### config.mk
export PLATFORM = sky130hd
export DESIGN_NAME = spi_controller
export DESIGN_NICKNAME = d
export VERILOG_FILES = /design/src/rtl/spi_pkg.sv /design/src/rtl/spi_sclk_div.sv /design/src/rtl/spi_controller.sv
export SDC_FILE = /design/constraint.sdc
export NUM_CORES = 1
export LEC_CHECK = 0
export ABC_AREA = 1
export BUFFER_PORTS_ARGS = -buffer_cell sky130_fd_sc_hd__buf_2
export CAP_MARGIN = 40
export CELL_PAD_IN_SITES_DETAIL_PLACEMENT = 1
export CELL_PAD_IN_SITES_GLOBAL_PLACEMENT = 1
export CORE_ASPECT_RATIO = 1.25
export CORE_MARGIN = 5
export CORE_UTILIZATION = 30
export CTS_CLUSTER_SIZE = 40
export DETAILED_ROUTE_END_ITERATION = 16
export PLACE_DENSITY_LB_ADDON = 0.05
export SLEW_MARGIN = 20
export SYNTH_ARGS = -nofsm -noshare
export SYNTH_HDL_FRONTEND = slang
export SYNTH_SLANG_ARGS = --single-unit
### constraint.sdc
create_clock -name clk -period 1.9 [get_ports clk]
set_input_delay 0.475 -clock clk [delete_from_list [all_inputs] [get_ports clk]]
set_output_delay 0.475 -clock clk [all_outputs]
set_load 0.05 [all_outputs]
### src/rtl/spi_pkg.sv
// Shared SPI constants, register map and controller state encoding.
package spi_pkg;

  localparam int SPI_FRAME_W  = 16;
  localparam int SPI_ADDR_W   = 7;
  localparam int SPI_DATA_W   = 8;
  localparam int SPI_MAX_ADDR = 4;

  localparam logic [SPI_ADDR_W-1:0] EN_OUT_7_0  = 7'd0;
  localparam logic [SPI_ADDR_W-1:0] EN_OUT_15_8 = 7'd1;
  localparam logic [SPI_ADDR_W-1:0] PWM_CTRL    = 7'd2;
  localparam logic [SPI_ADDR_W-1:0] PWM_PERIOD  = 7'd3;
  localparam logic [SPI_ADDR_W-1:0] PWM_DUTY    = 7'd4;

  typedef enum logic [2:0] {
    ST_IDLE,
    ST_SETUP,
    ST_SHIFT_HI,
    ST_SHIFT_LO,
    ST_GAP
  } spi_state_e;

  function automatic logic addr_ok(input logic [SPI_ADDR_W-1:0] addr);
    return addr <= SPI_ADDR_W'(SPI_MAX_ADDR);
  endfunction

endpackage

### src/rtl/spi_sclk_div.sv
// Half-period timer: tick marks the last clk cycle of every CLK_DIV-cycle phase.
module spi_sclk_div #(
  parameter int CLK_DIV = 4
) (
  input  logic clk,
  input  logic rst,
  input  logic en,
  input  logic clear,
  output logic tick
);

  logic [7:0] cnt;

  assign tick = en && (cnt == 8'(CLK_DIV - 1));

  always_ff @(posedge clk) begin
    if (rst || clear) begin
      cnt <= '0;
    end else if (en) begin
      cnt <= tick ? 8'd0 : cnt + 8'd1;
    end
  end

endmodule

### src/rtl/spi_controller.sv
// Write-only SPI master sending 16-bit {rw, addr, data} frames, mode 0, MSB first.
// Optional build macro SPI_CTRL_ADDR_CHECK_EN rejects addresses above SPI_MAX_ADDR.
module spi_controller
  import spi_pkg::*;
#(
  parameter int CLK_DIV    = 4,
  parameter int GAP_HALVES = 2
) (
  input  logic                  clk,
  input  logic                  rst,
  input  logic                  req_valid,
  output logic                  req_ready,
  input  logic                  req_rw,
  input  logic [SPI_ADDR_W-1:0] req_addr,
  input  logic [SPI_DATA_W-1:0] req_data,
  input  logic                  abort,
  output logic                  nCS_out,
  output logic                  SCLK_out,
  output logic                  COPI_out,
  output logic                  done,
  output logic                  aborted,
  output logic                  busy,
  output spi_state_e            dbg_state
);

  spi_state_e              state, state_d;
  logic [SPI_FRAME_W-1:0]  frame_q, frame_d;
  logic [4:0]              edge_cnt, edge_d;
  logic [3:0]              gap_cnt, gap_d;
  logic [3:0]              nxt_idx;
  logic                    ncs_d, sclk_d, copi_d, done_d, aborted_d;
  logic                    tick, accept, addr_bad, abort_take;

  // Handshake: a frame is taken on any rising edge where req_valid && req_ready;
  // req_ready depends only on state (and rst), never on req_valid.
`ifdef SPI_CTRL_ADDR_CHECK_EN
  assign req_ready = (state == ST_IDLE) && !rst && !aborted;
  assign addr_bad  = !addr_ok(req_addr);
`else
  assign req_ready = (state == ST_IDLE) && !rst;
  assign addr_bad  = 1'b0;
`endif

  assign accept     = req_valid && req_ready;
  assign busy       = (state != ST_IDLE);
  assign abort_take = abort && (state inside {ST_SETUP, ST_SHIFT_HI, ST_SHIFT_LO});
  assign nxt_idx    = 4'd14 - edge_cnt[3:0];
  assign dbg_state  = state;

  spi_sclk_div #(.CLK_DIV(CLK_DIV)) u_div (
    .clk   (clk),
    .rst   (rst),
    .en    (busy),
    .clear ((state == ST_IDLE) || abort_take),
    .tick  (tick)
  );

  always_comb begin
    state_d   = state;
    frame_d   = frame_q;
    edge_d    = edge_cnt;
    gap_d     = gap_cnt;
    ncs_d     = nCS_out;
    sclk_d    = SCLK_out;
    copi_d    = COPI_out;
    done_d    = 1'b0;
    aborted_d = 1'b0;
    if (abort_take) begin
      // Abort wins even on the final hold cycle, so done never follows it.
      state_d   = ST_GAP;
      ncs_d     = 1'b1;
      sclk_d    = 1'b0;
      copi_d    = 1'b0;
      aborted_d = 1'b1;
      gap_d     = '0;
    end else begin
      unique case (state)
        ST_IDLE: begin
          if (accept && addr_bad) begin
            aborted_d = 1'b1;
          end else if (accept) begin
            state_d = ST_SETUP;
            frame_d = {req_rw, req_addr, req_data};
            edge_d  = '0;
            ncs_d   = 1'b0;
            sclk_d  = 1'b0;
            copi_d  = req_rw;
          end
        end
        ST_SETUP: begin
          if (tick) begin
            state_d = ST_SHIFT_HI;
            sclk_d  = 1'b1;
          end
        end
        ST_SHIFT_HI: begin
          if (tick) begin
            state_d = ST_SHIFT_LO;
            sclk_d  = 1'b0;
            edge_d  = edge_cnt + 5'd1;
            if (edge_cnt != 5'd15) copi_d = frame_q[nxt_idx];
          end
        end
        ST_SHIFT_LO: begin
          if (tick && edge_cnt == 5'd16) begin
            state_d = ST_GAP;
            ncs_d   = 1'b1;
            copi_d  = 1'b0;
            done_d  = 1'b1;
            gap_d   = '0;
          end else if (tick) begin
            state_d = ST_SHIFT_HI;
            sclk_d  = 1'b1;
          end
        end
        ST_GAP: begin
          if (tick && gap_cnt == 4'(GAP_HALVES - 1)) state_d = ST_IDLE;
          else if (tick) gap_d = gap_cnt + 4'd1;
        end
        default: state_d = ST_IDLE;
      endcase
    end
  end

  always_ff @(posedge clk) begin
    if (rst) begin
      state    <= ST_IDLE;
      frame_q  <= '0;
      edge_cnt <= '0;
      gap_cnt  <= '0;
      nCS_out  <= 1'b1;
      SCLK_out <= 1'b0;
      COPI_out <= 1'b0;
      done     <= 1'b0;
      aborted  <= 1'b0;
    end else begin
      state    <= state_d;
      frame_q  <= frame_d;
      edge_cnt <= edge_d;
      gap_cnt  <= gap_d;
      nCS_out  <= ncs_d;
      SCLK_out <= sclk_d;
      COPI_out <= copi_d;
      done     <= done_d;
      aborted  <= aborted_d;
    end
  end

endmodule

==> results.md, run 1 <==
* Leading cell types in the layout, fill and taps excluded: nor2_1 (67), nand2_1 (62), dfxtp_1 (41), nand3_1 (32), inv_1 (31)
* Drt initial violations at 42
* Total GRT Usage at 13.89%
* Top cell type's share of synthesized area at 39.57%
* Post-synthesis cell area at 2074 um2
* First-pass GRT wire length at 9611 um
* Startpoint types: register
* Largest net degree at the start of global routing at 22
* Dpl hpwl at 4336 um
* Maximum clock rate at 549.8 MHz
* Routed vias at 2030
* Final hold vios at 0
* Clock slew at reported path FFs at about 0.080 ns
* PortBufs at 29
* Final setup viols at 0
* Cts bufs inserted at 5
* Final core utilization at 35.84%
* Clk_skew at 0.006382 ns
* CP Max Fanout at 9
* Core Region at a little under 7000 um2
* Initial Utilization at 30.29%
* Chip Height at 103.0 um
* Placed insts at roughly 430
* Area grow syn2layout at 18.34%
* Ratio of cells with drive above 1 in the final layout at around 18%
* Layout Nets at around 370
* Worst-skew pair later-pin latency at 0.30 ns
* RSZ-0062 raised after global routing: false
* Cell leakage power at 0.001105 uW
* Number of diodes at 0
* Max cap viols at 0
* Most common cell after layout, fill and taps aside: nor2_1
* H-tree depth at 2
* Tightest Hold Check Type: in -> reg
* Worst Tran Pin Value at 0.4037 ns
* Clk sinks at 41
* Syn_area_per_cell at roughly 6.7 um2
* Multi-input gate area at 1092 um2
* CP arrival at 1.34 ns
* Root buf cell: clkbuf_8
* Worst VDD drop at 315.9 uV
* Part of the cycle the worst path needs at 95.72%
* Post-synth cell types at 27
* Post-Synthesis Cells at 309
* Syn_nets at around 340
* Final Max Tran Viols at 0
* Top cells by area, synth: dfxtp_1 (40%), nor2_1 (12%), nand2_1 (11%)
* Routed WL at 5632 um
* Setup CP Type: reg -> out
* Final min period at 1.819 ns
* # rows at 34
* Residual DRC at 0
* Fin cells at 437
* Vias/cell at 4.645
* Number of global-route vias before repair at between 2000 and 2500
* Power density cells at 810.9 nW/um2
* FILL cells at 912
* Flops & latches, synth at 41
* GPL Wtd Cong at 0.7419
* Worst Path Required at 1.42 ns
* Chip Width at 84.38 um
* Synth warnings at 0
* Top Ports at 30
* Status: finished clean
* Worst slew margin at 72.88%
* CTS tree: yes
* Initial antenna violation count at 0
* Worst setup EP type: output pin
* Sequential area share after synthesis at 39.57%
* Largest area contributor in the netlist: dfxtp_1
* Power Total at 1991 uW
* Sequential cell area at 820.8 um2
* Pre-antenna DRT Iters at 4
* Antenna viol nets, final at 0
* Die area at 8688 um2
* WL/cell at 12.89 um
* Grt ovf at 0
* Clk buf depth at 2
* Setup TNS at 0 ns
path summary, 6_finish.rpt:
| path | startpoint | end | slack (ns) | cells past startpoint |
|---|---|---|---|---|
| worst min register to register | SCLK_out | SCLK_out | 0.45 | 2 |
| worst max register to register | edge_cnt[0] | COPI_out | 0.19 | 11 |
| worst min-delay path | req_addr[6] | frame_q[14] | 0.40 | 3 |
| worst max-delay path | dbg_state[0] | req_ready | 0.08 | 4 |
synth_stat cells:
| cell | count |
|---|---|
| nand3b_1 | 1 |
| nand2_4 | 1 |
| nor2_2 | 4 |
| nor3b_1 | 3 |
| nand3_1 | 32 |
| buf_6 | 1 |
| clkinv_1 | 1 |
| xnor2_1 | 1 |
| o21ai_2 | 1 |
| buf_2 | 2 |
| inv_1 | 31 |
| ha_1 | 6 |
| nand3_2 | 2 |
| a21oi_1 | 9 |
| clkbuf_1 | 1 |
| nand4_1 | 4 |
| nand2_2 | 2 |
| nor4_1 | 1 |
| dfxtp_1 | 41 |
| nor2_1 | 68 |
| inv_2 | 4 |
| nor2_4 | 2 |
| nor3_1 | 3 |
| o21ai_0 | 24 |
| buf_1 | 1 |
| nand2_1 | 62 |
| nor3_4 | 1 |
critical path: stages (launching register included):
cell     delay (ns)
dfxtp_1        0.38
nor2_4         0.21
nand2_4        0.14
nor2_2         0.11
buf_4          0.20
final cells by class:
cell class,count,area share [%]
multi-input cells,227,44.50
flip-flops and latches,41,33.44
repair buffers,35,7.849
inverters,36,5.505
well taps,90,4.587
clock buffers,7,3.925
clock inverters,1,0.2039
stage by stage:
stage,hold WS [ns],cell area (um2),worst slack [ns]
final,0.3963,2455,0.08123
after global routing,0.3944,2455,0.007190
after CTS,0.3877,2455,0.05630
after detailed placement,0.4459,2351,0.1850
after global placement,0.4339,2351,0.2342
after floorplan,0.4176,2077,0.02802
power by group:
part	switching (uW)	internal [uW]
Clock	313	329
Sequential	41.3	916
Combinational	266	125
Total	621	1370
metal layers:
layer | wire length (um) | track usage, % | up-vias
li1 | - | - | 1059
met1 | 2365 | 14.41 | 940
met2 | 3012 | 27.40 | 22
met3 | 124 | 2.478 | 9
met4 | 131 | 5.847 | 0
met5 | 0 | 0 | -
kinds of logic (layout without fill, tap and decap cells):
| group | count (synthesis) | in the layout | share of synthesized area [%] |
|---|---|---|---|
| flops | 41 | 41 | 39.57 |
| compound gates | 34 | 34 | 8.384 |
| buf+inv | 41 | 79 | 7.900 |
| simple gates | 186 | 186 | 40.11 |
| xor+xnor | 1 | 1 | 0.4223 |
| fa+ha+maj | 6 | 6 | 3.619 |
what timing repair did:
| item | CTS | global route |
|---|---|---|
| setup buffers | 0 | 0 |
| resized for setup | 1 | 0 |
| endpoints found under the setup margin | 1 | 0 |
| hold buffers | 0 | 0 |
| endpoints found under the hold margin | 0 | 0 |
state kept, by name, summed over array words and instances (netlist names):
signal / count
dbg_state: 3
done: 1
COPI_out: 1
nCS_out: 1
gap_cnt: 4
u_div.cnt: 8
aborted: 1
frame_q: 16
SCLK_out: 1
edge_cnt: 5
Power figures use the tool's default switching activity.
==> run 2, diff against run 1 <==
==> constraint.sdc (replaced) <==
create_clock -name clk -period 1.9 [get_ports clk]
set_input_delay 0.475 -clock clk [delete_from_list [all_inputs] [get_ports clk]]
set_output_delay 0.475 -clock clk [all_outputs]
set_load 0.1 [all_outputs]
==> run 2 against run 1 <==
Compared with the run above:
- critical path type unchanged
- highest routed layer unchanged
- non-clock buffer count unchanged
- core utilization increased by 0.55 points
- critical endpoint unchanged
- fmax increased by 0.34%
- combinational power increased by 19%
- via count decreased by 0.89%
- worst hold slack improved by 0.0028 ns
- clock power increased by 9.2%
- first-iteration DRC count increased by 17%
==> results.md, run 2 (same netlist as run 1, synthesis figures left out) <==
* Crit-path slowest cell: dfxtp_4
* Setup CP Type: reg -> out
* Root buf cell: clkbuf_8
* Largest reg by FF count: frame_q
* Final setup viols at 0 (unchanged)
* Initial antenna violation count at 0 (unchanged)
* Layout Nets at 372 (unchanged)
* Post-CTS Setup Repair Bufs at 0 (unchanged)
* Hold Buf Count CTS at 0 (unchanged)
* Ratio of cells with drive above 1 in the final layout at 18.50% (+0.92 points)
* Chip Width at 84.38 um (unchanged)
* Fin cells at 436 (-0.23%)
* Startpoint types: register
* Most common cell after layout, fill and taps aside: nor2_1
* Die area at 8688 um2 (unchanged)
* Hold Slack at 0.3991 ns (+0.002837 ns)
* Antenna viol nets, final at 0 (unchanged)
* Dpl hpwl at 4211 um (-2.9%)
* Final min period at 1.813 ns (-0.006148 ns)
* Clk sinks at 41 (unchanged)
* Critical-path cell list: nor2_4 -> nand2_8 -> nor2_4 -> buf_12
* R2R setup slack at 0.21 ns (+0.02 ns)
* First-pass GRT wire length at 9377 um (-2.4%)
* Drt initial violations at 49 (+17%)
* CTS tree: yes
* Residual DRC at 0 (unchanged)
* Number of global-route vias before repair at 2033 (-3.0%)
* Largest register FFs at 16 (unchanged)
* Total GRT Usage at 13.46% (-0.43 points)
* RSZ-0062 raised after global routing: false
* GPL Wtd Cong at 0.7427 (+0.11%)
* Post-CTS sizing at 0 (-1)
* Power density cells at 851.7 nW/um2 (+5.0%)
* # rows at 34 (unchanged)
* Clk_skew at 0.009788 ns (+0.003406 ns)
* CP Buf/Inv Count at 1 (unchanged)
* Tightest Hold Check Type: in -> reg
* Worst-skew pair later-pin latency at 0.30 ns (about the same)
* Area grow syn2layout at 20.14%
* Leading cell types in the layout, fill and taps excluded: nor2_1 (67), nand2_1 (62), dfxtp_1 (38), nand3_1 (32), inv_1 (30)
* Worst slew margin at 67.26% (-5.6 points)
* FILL cells at 890 (-2.4%)
* CP Max Fanout at 9 (unchanged)
* Cts bufs inserted at 5 (unchanged)
* Routed vias at 2012 (-0.89%)
* Final Max Tran Viols at 0 (unchanged)
* Worst Path Required at 1.42 ns (about the same)
* Dpl ws at 0.2019 ns (+0.01688 ns)
* Number of diodes at 0 (unchanged)
* Status: finished clean
* Initial Utilization at 30.29% (unchanged)
* Worst VDD drop at 292.2 uV (-7.5%)
* H-tree depth at 2 (unchanged)
* WL/cell at 12.51 um (-2.9%)
* CP arrival at 1.34 ns (about the same)
* PortBufs at 29 (unchanged)
* Placed insts at 429 (unchanged)
* Setup TNS at 0 ns (unchanged)
* Final hold vios at 0 (unchanged)
* Max cap viols at 0 (unchanged)
* Pre-antenna DRT Iters at 4 (unchanged)
* Largest net degree at the start of global routing at 22 (unchanged)
* Core Region at 6849 um2 (unchanged)
* Final worst slack at 0.08738 ns (+0.006148 ns)
* Part of the cycle the worst path needs at 95.40% (-0.32 points)
* Chip Height at 103.0 um (unchanged)
* Grt ovf at 0 (unchanged)
* Critical Path Most Common Cell: nor2_4
* Vias/cell at 4.615 (-0.66%)
* Top Ports at 30 (unchanged)
* Cell leakage power at 0.001114 uW (+0.80%)
* Maximum clock rate at 551.7 MHz (+0.34%)
* Clock slew at reported path FFs at 0.09 ns (about the same)
* Worst Tran Pin Value at 0.4944 ns (+0.09071 ns)
* Worst setup EP type: output pin
* Top Registers: frame_q x16, u_div.cnt x8, edge_cnt x5
* CP peak stage delay at 0.38 ns (about the same)
* Clk buf depth at 2 (unchanged)
* Cell family with most CP delay: simple AND/OR/NAND/NOR gates
* Routed WL at 5456 um (-3.1%)
run 2: cell types whose count changed in the layout (fill, tap and decap cells not counted), sizes merged:
cell	before	now
bufinv	0	1
clkbuf	7	5
run 2: stage by stage:
| stage | util, % | area (um2) | total power, uW |
|---|---|---|---|
| floorplan | - | 2100 | 1322 |
| global placement | 34.87 | 2389 | 1450 |
| detailed placement | 34.87 | 2389 | 1452 |
| CTS | 36.39 | 2492 | 2167 |
| global route | 36.39 | 2492 | 2251 |
| finish | 36.39 | 2492 | 2123 |
run 2: area by class of cell:
cell class / instances / area (um2) / area share [%]
inverters: 36 / 135.1 / 5.422
clock buffers: 5 / 68.82 / 2.761
repair buffers: 35 / 205.2 / 8.233
multi-input cells: 227 / 1106 / 44.38
well taps: 90 / 112.6 / 4.518
clock inverters: 2 / 35.03 / 1.406
flip-flops and latches: 41 / 829.5 / 33.28
run 2: power breakdown:
group          switching (uW)  internal, uW  leakage [uW]  total (uW)
combinational             329           137      0.000724         466
clock                     319           383     0.0000540         701
sequential               39.8           916      0.000337         956
run 2: tightest hold or removal path, delay by kind of cell:
family	cells	cell delay (ns)
and+or+nand+nor	2	0.11
buffers and inverters	1	0.08
run 2: worst paths after layout:
path | cells after the start | end | from
max | 4 | req_ready | dbg_state[2]
min | 3 | frame_q[4] | req_data[4]
max reg2reg | 11 | COPI_out | edge_cnt[0]
min reg2reg | 1 | u_div.cnt[0] | u_div.cnt[0]
run 2: layer usage:
layer | vias up | GRT usage, % | wire length [um]
met3 | 7 | 2.398 | 125
met4 | 0 | 4.385 | 79
met1 | 933 | 14.68 | 2312
li1 | 1055 | - | -
met2 | 17 | 26.31 | 2938
met5 | - | 0 | 0
